## config.mk

```make
export PLATFORM = sky130hd
export DESIGN_NAME = ram_word_streamer
export DESIGN_NICKNAME = d
export VERILOG_FILES = /design/src/rtl/ram_word_streamer.sv
export SDC_FILE = /design/constraint.sdc
export NUM_CORES = 1
export LEC_CHECK = 0
export CAP_MARGIN = 0
export CORE_AREA = 2 2 237 239
export CTS_CLUSTER_SIZE = 20
export DETAILED_ROUTE_END_ITERATION = 6
export DIE_AREA = 0 0 239 241
export PLACE_DENSITY = 0.7
export REMOVE_ABC_BUFFERS = 1
export SETUP_SLACK_MARGIN = 0.2
export SLEW_MARGIN = 20
export SYNTH_ARGS = -nofsm -noshare
export SYNTH_HDL_FRONTEND = slang
export SYNTH_SLANG_ARGS = --single-unit
```

## constraint.sdc

```tcl
create_clock -name clk -period 32.7 [get_ports clk]
set_clock_uncertainty 0.1 [all_clocks]
set_input_delay 4.905 -clock clk [delete_from_list [all_inputs] [get_ports clk]]
set_output_delay 4.905 -clock clk [all_outputs]
set_load 0.02 [all_outputs]
```

## src/rtl/ram_word_streamer.sv

```systemverilog
// rtl/ram_word_streamer.sv - command-driven word/slice streamer for a registered-read single-port RAM

module ram_word_streamer #(
    parameter int AW = 6,
    parameter int DW = 256,
    parameter int SW = 32
) (
    input  logic          clk,
    input  logic          rst,
    input  logic          cmd_valid,
    output logic          cmd_ready,
    input  logic          cmd_wr,
    input  logic [AW-1:0] cmd_addr,
    input  logic [SW-1:0] s_data,
    input  logic          s_valid,
    output logic          s_ready,
    output logic [SW-1:0] m_data,
    output logic          m_valid,
    input  logic          m_ready,
    output logic          m_last,
    output logic          busy,
    output logic          done,
    output logic          ram_wr,
    output logic          ram_rd,
    output logic [AW-1:0] ram_addr,
    output logic [DW-1:0] ram_wdata,
    input  logic [DW-1:0] ram_rdata
);

    localparam int NSL = DW / SW;
    localparam int CW  = (NSL > 1) ? $clog2(NSL) : 1;
    localparam logic [CW-1:0] LAST = CW'(NSL - 1);

    typedef enum logic [2:0] {
        IDLE,
        RD_REQ,
        RD_WAIT,
        STREAM,
        WR_COLLECT,
        WR_COMMIT
    } state_t;

    state_t        state;
    logic [CW-1:0] cnt;
    logic [AW-1:0] addr_q;
    logic [DW-1:0] word;
    logic [DW-1:0] word_shift;

    // Read word drains LSB slice first, so the next slice is always the low bits after one shift.
    assign word_shift = word >> SW;

    // Single FSM; every output is a register updated on the transition into the state that owns it.
    always_ff @(posedge clk or posedge rst) begin
        if (rst) begin
            state     <= IDLE;
            cnt       <= '0;
            addr_q    <= '0;
            word      <= '0;
            cmd_ready <= 1'b1;
            s_ready   <= 1'b0;
            m_data    <= '0;
            m_valid   <= 1'b0;
            m_last    <= 1'b0;
            busy      <= 1'b0;
            done      <= 1'b0;
            ram_wr    <= 1'b0;
            ram_rd    <= 1'b0;
            ram_addr  <= '0;
            ram_wdata <= '0;
        end else begin
            done <= 1'b0;
            case (state)
                IDLE: begin
                    if (cmd_valid && cmd_ready) begin
                        addr_q    <= cmd_addr;
                        cnt       <= '0;
                        cmd_ready <= 1'b0;
                        busy      <= 1'b1;
                        if (cmd_wr) begin
                            s_ready <= 1'b1;
                            state   <= WR_COLLECT;
                        end else begin
                            ram_rd   <= 1'b1;
                            ram_addr <= cmd_addr;
                            state    <= RD_REQ;
                        end
                    end
                end
                RD_REQ: begin
                    ram_rd <= 1'b0;
                    state  <= RD_WAIT;
                end
                RD_WAIT: begin
                    word    <= ram_rdata;
                    m_data  <= ram_rdata[SW-1:0];
                    m_valid <= 1'b1;
                    m_last  <= (LAST == '0);
                    state   <= STREAM;
                end
                STREAM: begin
                    if (m_valid && m_ready) begin
                        if (cnt == LAST) begin
                            m_valid   <= 1'b0;
                            m_last    <= 1'b0;
                            busy      <= 1'b0;
                            cmd_ready <= 1'b1;
                            done      <= 1'b1;
                            state     <= IDLE;
                        end else begin
                            word   <= word_shift;
                            m_data <= word_shift[SW-1:0];
                            m_last <= (cnt == LAST - 1'b1);
                            cnt    <= cnt + 1'b1;
                        end
                    end
                end
                WR_COLLECT: begin
                    if (s_valid && s_ready) begin
                        ram_wdata[int'(cnt)*SW +: SW] <= s_data;
                        if (cnt == LAST) begin
                            s_ready  <= 1'b0;
                            ram_wr   <= 1'b1;
                            ram_addr <= addr_q;
                            state    <= WR_COMMIT;
                        end else begin
                            cnt <= cnt + 1'b1;
                        end
                    end
                end
                WR_COMMIT: begin
                    ram_wr    <= 1'b0;
                    busy      <= 1'b0;
                    cmd_ready <= 1'b1;
                    done      <= 1'b1;
                    state     <= IDLE;
                end
                default: begin
                    state     <= IDLE;
                    cmd_ready <= 1'b1;
                    busy      <= 1'b0;
                    s_ready   <= 1'b0;
                    m_valid   <= 1'b0;
                    m_last    <= 1'b0;
                    ram_wr    <= 1'b0;
                    ram_rd    <= 1'b0;
                end
            endcase
        end
    end

endmodule

```

==> results of run 1 <==
## how the worst min path moves through the flow
stage	startpoint	to	slack, ps	depth (start not counted)
floorplan	word[100]	word[100]	350	2
global placement	word[119]	word[119]	360	2
detailed placement	word[114]	word[114]	370	2
CTS	word[114]	word[114]	380	2
global route	word[138]	word[138]	400	2
finish	word[182]	word[182]	380	2
## layout by cell type (no fill, tap or decap), drive strengths merged, types with 2 or more instances in the layout
master           n
clkdlybuf4s50  601
dfrtp          537
mux2           264
nand2          241
o21ai          238
mux2i          232
clkbuf          77
and2            33
a22o            32
buf             22
diode           15
clkinv          14
inv             10
bufinv           9
nor2             9
ha               6
nor2b            6
a21oi            5
clkinvlp         4
nor3b            4
nand3            4
o22a             3
a21o             3
nand3b           2
nand2b           2
nor3             2
a31oi            2
nor4b            2
nor4             2
## per-layer routing
layer / vias up / routed length [um]
li1: 7335 / -
met1: 7915 / 26220
met2: 412 / 33470
met3: 157 / 3522
met4: 12 / 3009
met5: - / 69
## synthesized netlist by cell type (all sizes together), types with 3 or more instances
cell	instances
a21o	3
a21oi	5
a22o	32
and2	33
buf	61
clkbuf	91
dfrtp	537
ha	6
inv	8
mux2	264
mux2i	232
nand2	241
nand3	4
nor2	9
nor2b	6
nor3b	4
o21ai	238
o22a	3
## cells by family (layout without fill, tap and decap cells)
kind of cell | after synthesis | after routing | synth area share
mux | 496 | 496 | 0.2371
buf+inv | 160 | 737 | 0.03643
xor+xnor | 1 | 1 | 0.0003841
flops | 538 | 538 | 0.5904
compound gates | 291 | 291 | 0.07132
fa+ha+maj | 6 | 6 | 0.003292
simple gates | 314 | 314 | 0.06106
other cells | 0 | 15 | 0
## power groups by stage
stage | sequential, mW | clock, mW | combinational [mW]
2_1_floorplan | 0.958 | 0 | 0.729
3_3_place_gp | 0.947 | 0 | 0.723
3_5_place_dp | 0.952 | 0 | 0.746
4_1_cts | 0.941 | 0.717 | 0.749
5_1_grt | 0.961 | 0.743 | 0.836
6_report | 0.941 | 0.700 | 0.743
## final cells by class
cell class / count / area (um^2)
Tap cell: 704 / 880.8
Timing Repair Buffer: 623 / 6212
Clock buffer: 77 / 1664
Clock inverter: 29 / 391.6
Sequential cell: 538 / 13460
Multi-Input combinational cell: 1108 / 8566
Antenna cell: 15 / 37.54
Inverter: 8 / 37.54
Fill cell: 4477 / 23620
## per-stage QoR
stage | setup WS [ps] | area, um^2 | hold slack (ps) | utilization
CTS | 23670 | 31180 | 382.5 | 0.5681
finish | 24250 | 31250 | 375.6 | 0.5695
global route | 23820 | 31250 | 397.9 | 0.5695
global placement | 23160 | 29120 | 361.6 | 0.5307
floorplan | 12660 | 22000 | 349.2 | -
detailed placement | 23020 | 29120 | 369.2 | 0.5307
## flip-flops by register name, indices dropped and copies added (netlist names)
register and cells:
m_data 31, addr_q 6, ram_addr 6, ram_rd 1, done 1, s_ready 1, word 225, ram_wr 1
busy 1, ram_wdata 256, m_valid 1, cmd_ready 1, state 3, cnt 3, m_last 1
## tightest hold or removal path, cell delays in order (launching register included)
cell and delay [ps]:
dfrtp_1 340, nand2_1 40, o21ai_0 60
==> metrics.txt, run 1 <==
post-detailed-routing wire length between 60 and 70 mm; wire length of the first global-routing pass roughly 98 mm; maximum number of pins on one net before global-route repair about 140; switch share 0.3346; met2 global-route usage 0.3798; Post-synth EDFFs 0; cts-stage hold buffer count 0; Final Critical Period about 8400 ps; critical path data arrival time about 8800 ps; count of antenna-violating nets left after detailed routing 0; R2R Setup Slk between 20000 and 30000 ps; number of rows in the core area 86; Layout Nets 2642; fin cells roughly 3100; Worst Setup Start Kind primary input; Worst-Skew Late Latency 600 ps; Cells after Synth ~1800; cell leakage power ~15 nW; critical path class primary input to register; Most Frequent Cell on Critical Path buf_6; clock transition at the registers of the reported paths ~60 ps; share of post-route cells with drive strength above 1 0.1649; TritonCTS clock tree yes; Worst Setup End Kind register; Inst Count DP just under 3000; cell-internal power 1.587 mW; startpoint of the worst register-to-register path cnt[0]; average size of a mapped cell around 13 um^2; Post-route DRC 0; max-cap violation count 0; total number of vias approximately 16000; maximum fanout along the worst path roughly 140; share of flip-flops with an asynchronous set or reset after synthesis 1.000; count of endpoints failing hold in the final timing report 0; cell taking the most area after synthesis dfrtp_1; number of slew-limit violations in the final report 0; headroom to the max-slew limit 0.2637; synthesized area 0.02281 mm^2; via density per instance 5.103; total power draw about 2.4 mW; GRT Total Usage 0.2248; slew at the pin with the worst max-slew slack 1104 ps; number of global-route vias before repair 16430; highest achievable clock rate about 0.12 GHz; total congestion overflow 0; total die area 0.05760 mm^2; violation count after the first detailed-routing iteration 800; deepest clock path buffer count 3; clock buffer count from CTS 57; total buffers and inverters traversed by the critical path 4; cells resized by post-CTS repair 0; Core Box Area between 0.05 and 0.06 mm^2; global routing met3 resource utilization 0.04815; part of the total power dissipated in the clock network 0.294; required arrival time at the worst endpoint around 33000 ps; worst-case vdd ir drop 0.08417 mV; met1 capacity usage during global routing 0.2730; kind of cell adding the most delay to the critical path buffers and inverters; status finished, final reports clean; Die X-Extent ~240 um; Vert. Die Dim approximately 240 um; commonest register cell after synthesis dfrtp_1; critical register-to-register path endpoint word[132]; number of I/O pins approximately 600; number of logic stages on the critical path including buffering 7; total setup buffers inserted after CTS 0; power per unit of standard cell area roughly 76 mW/mm^2; worst path cell trace clkdlybuf4s50_1 > nand3b_1 > a21o_4 > buf_6 > buf_4 > buf_6 > o21ai_0; number of antenna violations at the first check in global routing 21; distinct cell type count after synthesis 51; total number of H-tree levels 2; Critical path origin m_ready; setup_tns 0 ps; layout overhead on the synthesized area 37.04%; net switching power between 0.7 and 0.8 mW; root buffer selected by CTS clkbuf_16; count of synthesis-stage warnings from yosys 0; length in cells of the worst reg-to-reg path 8; number of failing setup endpoints in the final timing report 0; Wirelength per Cell about 21 um; peak-usage layer in the global routing report met2; slowest CP cell buf_4; initial core utilization 0.4156; setup repair after global routing missed its margin no; path class of the lowest-slack min-delay path register to register; part of the total power dissipated in sequential elements 0.395; fraction of the yosys area taken by sequential cells 0.5904; post-route clock period utilization 0.2583; Worst Setup EP word[132]; # clock sinks between 500 and 600; CP peak stage delay 780 ps; count of input and output buffers around 600; Combinational Power Share 0.312; leading cell types by total area after synthesis dfrtp_1 (59%), mux2_2 (11%), mux2i_1 (10%); Final GP Congestion around 0.85; flop and latch count out of synthesis between 500 and 600; First-pass DRT Iterations 5; final HPWL from detailed placement between 40 and 50 mm; Yosys top cell area share 0.5892
No activity file was read; power rests on OpenSTA's default activity.
==> inputs of run 2 (changes only) <==
Settings changed: CORE_AREA 2 2 237 239 to not set, CORE_ASPECT_RATIO set to 0.9, CORE_MARGIN set to 2, CORE_UTILIZATION set to 44, DIE_AREA 0 0 239 241 to not set, PLACE_DENSITY 0.7 to 0.76.
Clock period 32.7 ns to 7.1 ns, I/O delays scaled along.
==> run 2 against run 1 <==
Compared with the run above:
- sequential power grew to 4.6 times the previous value
- worst setup slack got worse by 21000 ps
- first-iteration DRC count rose by 4.8%
- critical path depth shrank 1
- die area shrank 6.8%
- power grew to 4.5 times the previous value
- non-clock buffer count fell by 6
- cell area decreased by 0.80%
- global-route usage is 0.22 points higher
- cell count shrank 0.97%
- clock power rose to 4.2 times the previous value
==> metrics.txt, run 2 (synthesis results as in run 1) <==
count of endpoints failing hold in the final timing report 0; Final GP Congestion 0.8462; TritonCTS clock tree yes; critical register-to-register path endpoint ram_wdata[160]; Critical path origin cnt[0]; slowest CP cell nor2b_4; R2R Setup Slk 3320 ps; via density per instance approximately 5.1; length in cells of the worst reg-to-reg path 6; worst-case vdd ir drop 0.3584 mV; startpoint of the worst register-to-register path cnt[0]; Post-route DRC 0; total number of vias about 16000; status finished, final reports clean; required arrival time at the worst endpoint between 7000 and 8000 ps; share of post-route cells with drive strength above 1 0.1573; Vert. Die Dim between 200 and 250 um; cell leakage power 14.84 nW; clock buffer count from CTS 55; layout overhead on the synthesized area 35.94%; Worst Setup Start Kind register; Area after DPL 0.02913 mm^2; cells resized by post-CTS repair 0; total setup buffers inserted after CTS 0; number of slew-limit violations in the final report 0; switch share 0.3377; clock transition at the registers of the reported paths 60 ps; highest achievable clock rate 0.2648 GHz; power per unit of standard cell area about 340 mW/mm^2; wire length of the first global-routing pass 94.94 mm; cell-internal power 7.081 mW; number of global-route vias before repair ~16000; initial core utilization 0.4428; Die X-Extent roughly 240 um; maximum number of pins on one net before global-route repair 266; part of the total power dissipated in sequential elements 0.404; Most Frequent Cell on Critical Path ha_1; Core Box Area 0.05150 mm^2; largest registers ranked by flip-flop count ram_wdata: 256 flops, word: 225 flops, m_data: 31 flops; most frequent cells in the layout clkdlybuf4s50_1 (601), dfrtp_1 (537), nand2_1 (241); deepest clock path buffer count 3; Post-Route Utilization 0.6020; Inst Count DP between 2000 and 3000; number of antenna violations at the first check in global routing 15; count of input and output buffers around 600; # clock sinks 538; fin cells around 3100; Largest register FFs ~260; First-pass DRT Iterations 5; Combinational Power Share 0.322; GRT Total Usage 0.2271; root buffer selected by CTS clkbuf_16; critical path data arrival time between 4000 and 5000 ps; part of the total power dissipated in the clock network 0.274; count of antenna-violating nets left after detailed routing 0; maximum fanout along the worst path 32; critical path class register to register; violation count after the first detailed-routing iteration about 840; Layout Nets approximately 2600; total congestion overflow 0; post-detailed-routing wire length about 63 mm; most common library cell in the layout ignoring fill and taps clkdlybuf4s50_1; final HPWL from detailed placement around 44 mm; Worst-Skew Late Latency between 500 and 600 ps; number of failing setup endpoints in the final timing report 0; worst path cell trace inv_1 > ha_1 > ha_1 > nor4_1 > nor2b_4 > mux2_2; Min Hold Slack 378.0 ps; number of rows in the core area 79; setup repair after global routing missed its margin no; headroom to the max-slew limit 0.2516; cts-stage hold buffer count 0; net switching power 3.610 mW; CP peak stage delay 980 ps; Final Critical Period 3777 ps; slew at the pin with the worst max-slew slack around 1100 ps; post-layout instance area 0.03100 mm^2; path class of the lowest-slack min-delay path register to register; largest register by flop count ram_wdata; post-route clock period utilization 0.5320; max-cap violation count 0; total die area roughly 0.054 mm^2; total number of H-tree levels 2; number of I/O pins approximately 600; Wirelength per Cell 20.48 um; Worst Setup EP ram_wdata[160]; Worst Setup End Kind register
run 2: cell count changes in the layout (fill, tap and decap cells not counted), sizes merged, moves of 2 or more:
cell | previous run | this run
buf | 22 | 16
bufinv | 9 | 4
clkbuf | 77 | 83
clkinv | 14 | 11
clkinvlp | 4 | 1
diode | 15 | 13
run 2: power groups by stage:
stage | logic (mW) | registers (mW) | clock network (mW)
final | 3.44 | 4.32 | 2.93
after global routing | 3.84 | 4.41 | 3.13
after CTS | 3.47 | 4.32 | 2.99
after detailed placement | 3.46 | 4.37 | 0
after global placement | 3.34 | 4.33 | 0
after floorplan | 2.63 | 4.40 | 0
run 2: layer usage:
metal,vias to the layer above,share of wire,track usage,wire length [um]
met2,418,0.50,0.3798,31610
met3,136,0.053,0.04579,3345
met1,7932,0.41,0.2875,25640
li1,7318,-,-,-
met4,4,0.037,0.09919,2300
met5,-,0.00037,0,23
run 2: how the worst min path moves through the flow:
stage,start,to,slack (ps),cells after the start
floorplan,word[100],word[100],350,2
global placement,word[202],word[202],360,2
detailed placement,word[208],word[208],370,2
CTS,word[188],word[188],380,2
global route,word[67],word[67],400,2
finish,word[167],word[167],380,2
run 2: final cells by class:
| cell class | count | area [um^2] |
|---|---|---|
| Multi-Input combinational cell | 1108 | 8573 |
| Timing Repair Buffer | 617 | 6198 |
| Sequential cell | 538 | 13460 |
| Antenna cell | 13 | 32.53 |
| Inverter | 8 | 37.54 |
| Tap cell | 688 | 860.8 |
| Fill cell | 4077 | 20500 |
| Clock buffer | 83 | 1644 |
| Clock inverter | 17 | 191.4 |
run 2: per-stage QoR:
step	power [mW]	setup TNS (ps)	setup WS, ps
final	10.69	0	3323
after floorplan	7.024	-5636870	-9100
after global placement	7.662	0	3210
after detailed placement	7.829	0	3182
after global routing	11.38	0	3111
after CTS	10.77	0	3329
run 2: critical path: cells and delay by family (launching register included):
kind,cells,cell delay [ps]
AND/OR/NAND/NOR,2,1600
adder cells (fa/ha/maj),2,610
flip-flops,1,600
multiplexers,1,430
buffers and inverters,1,280
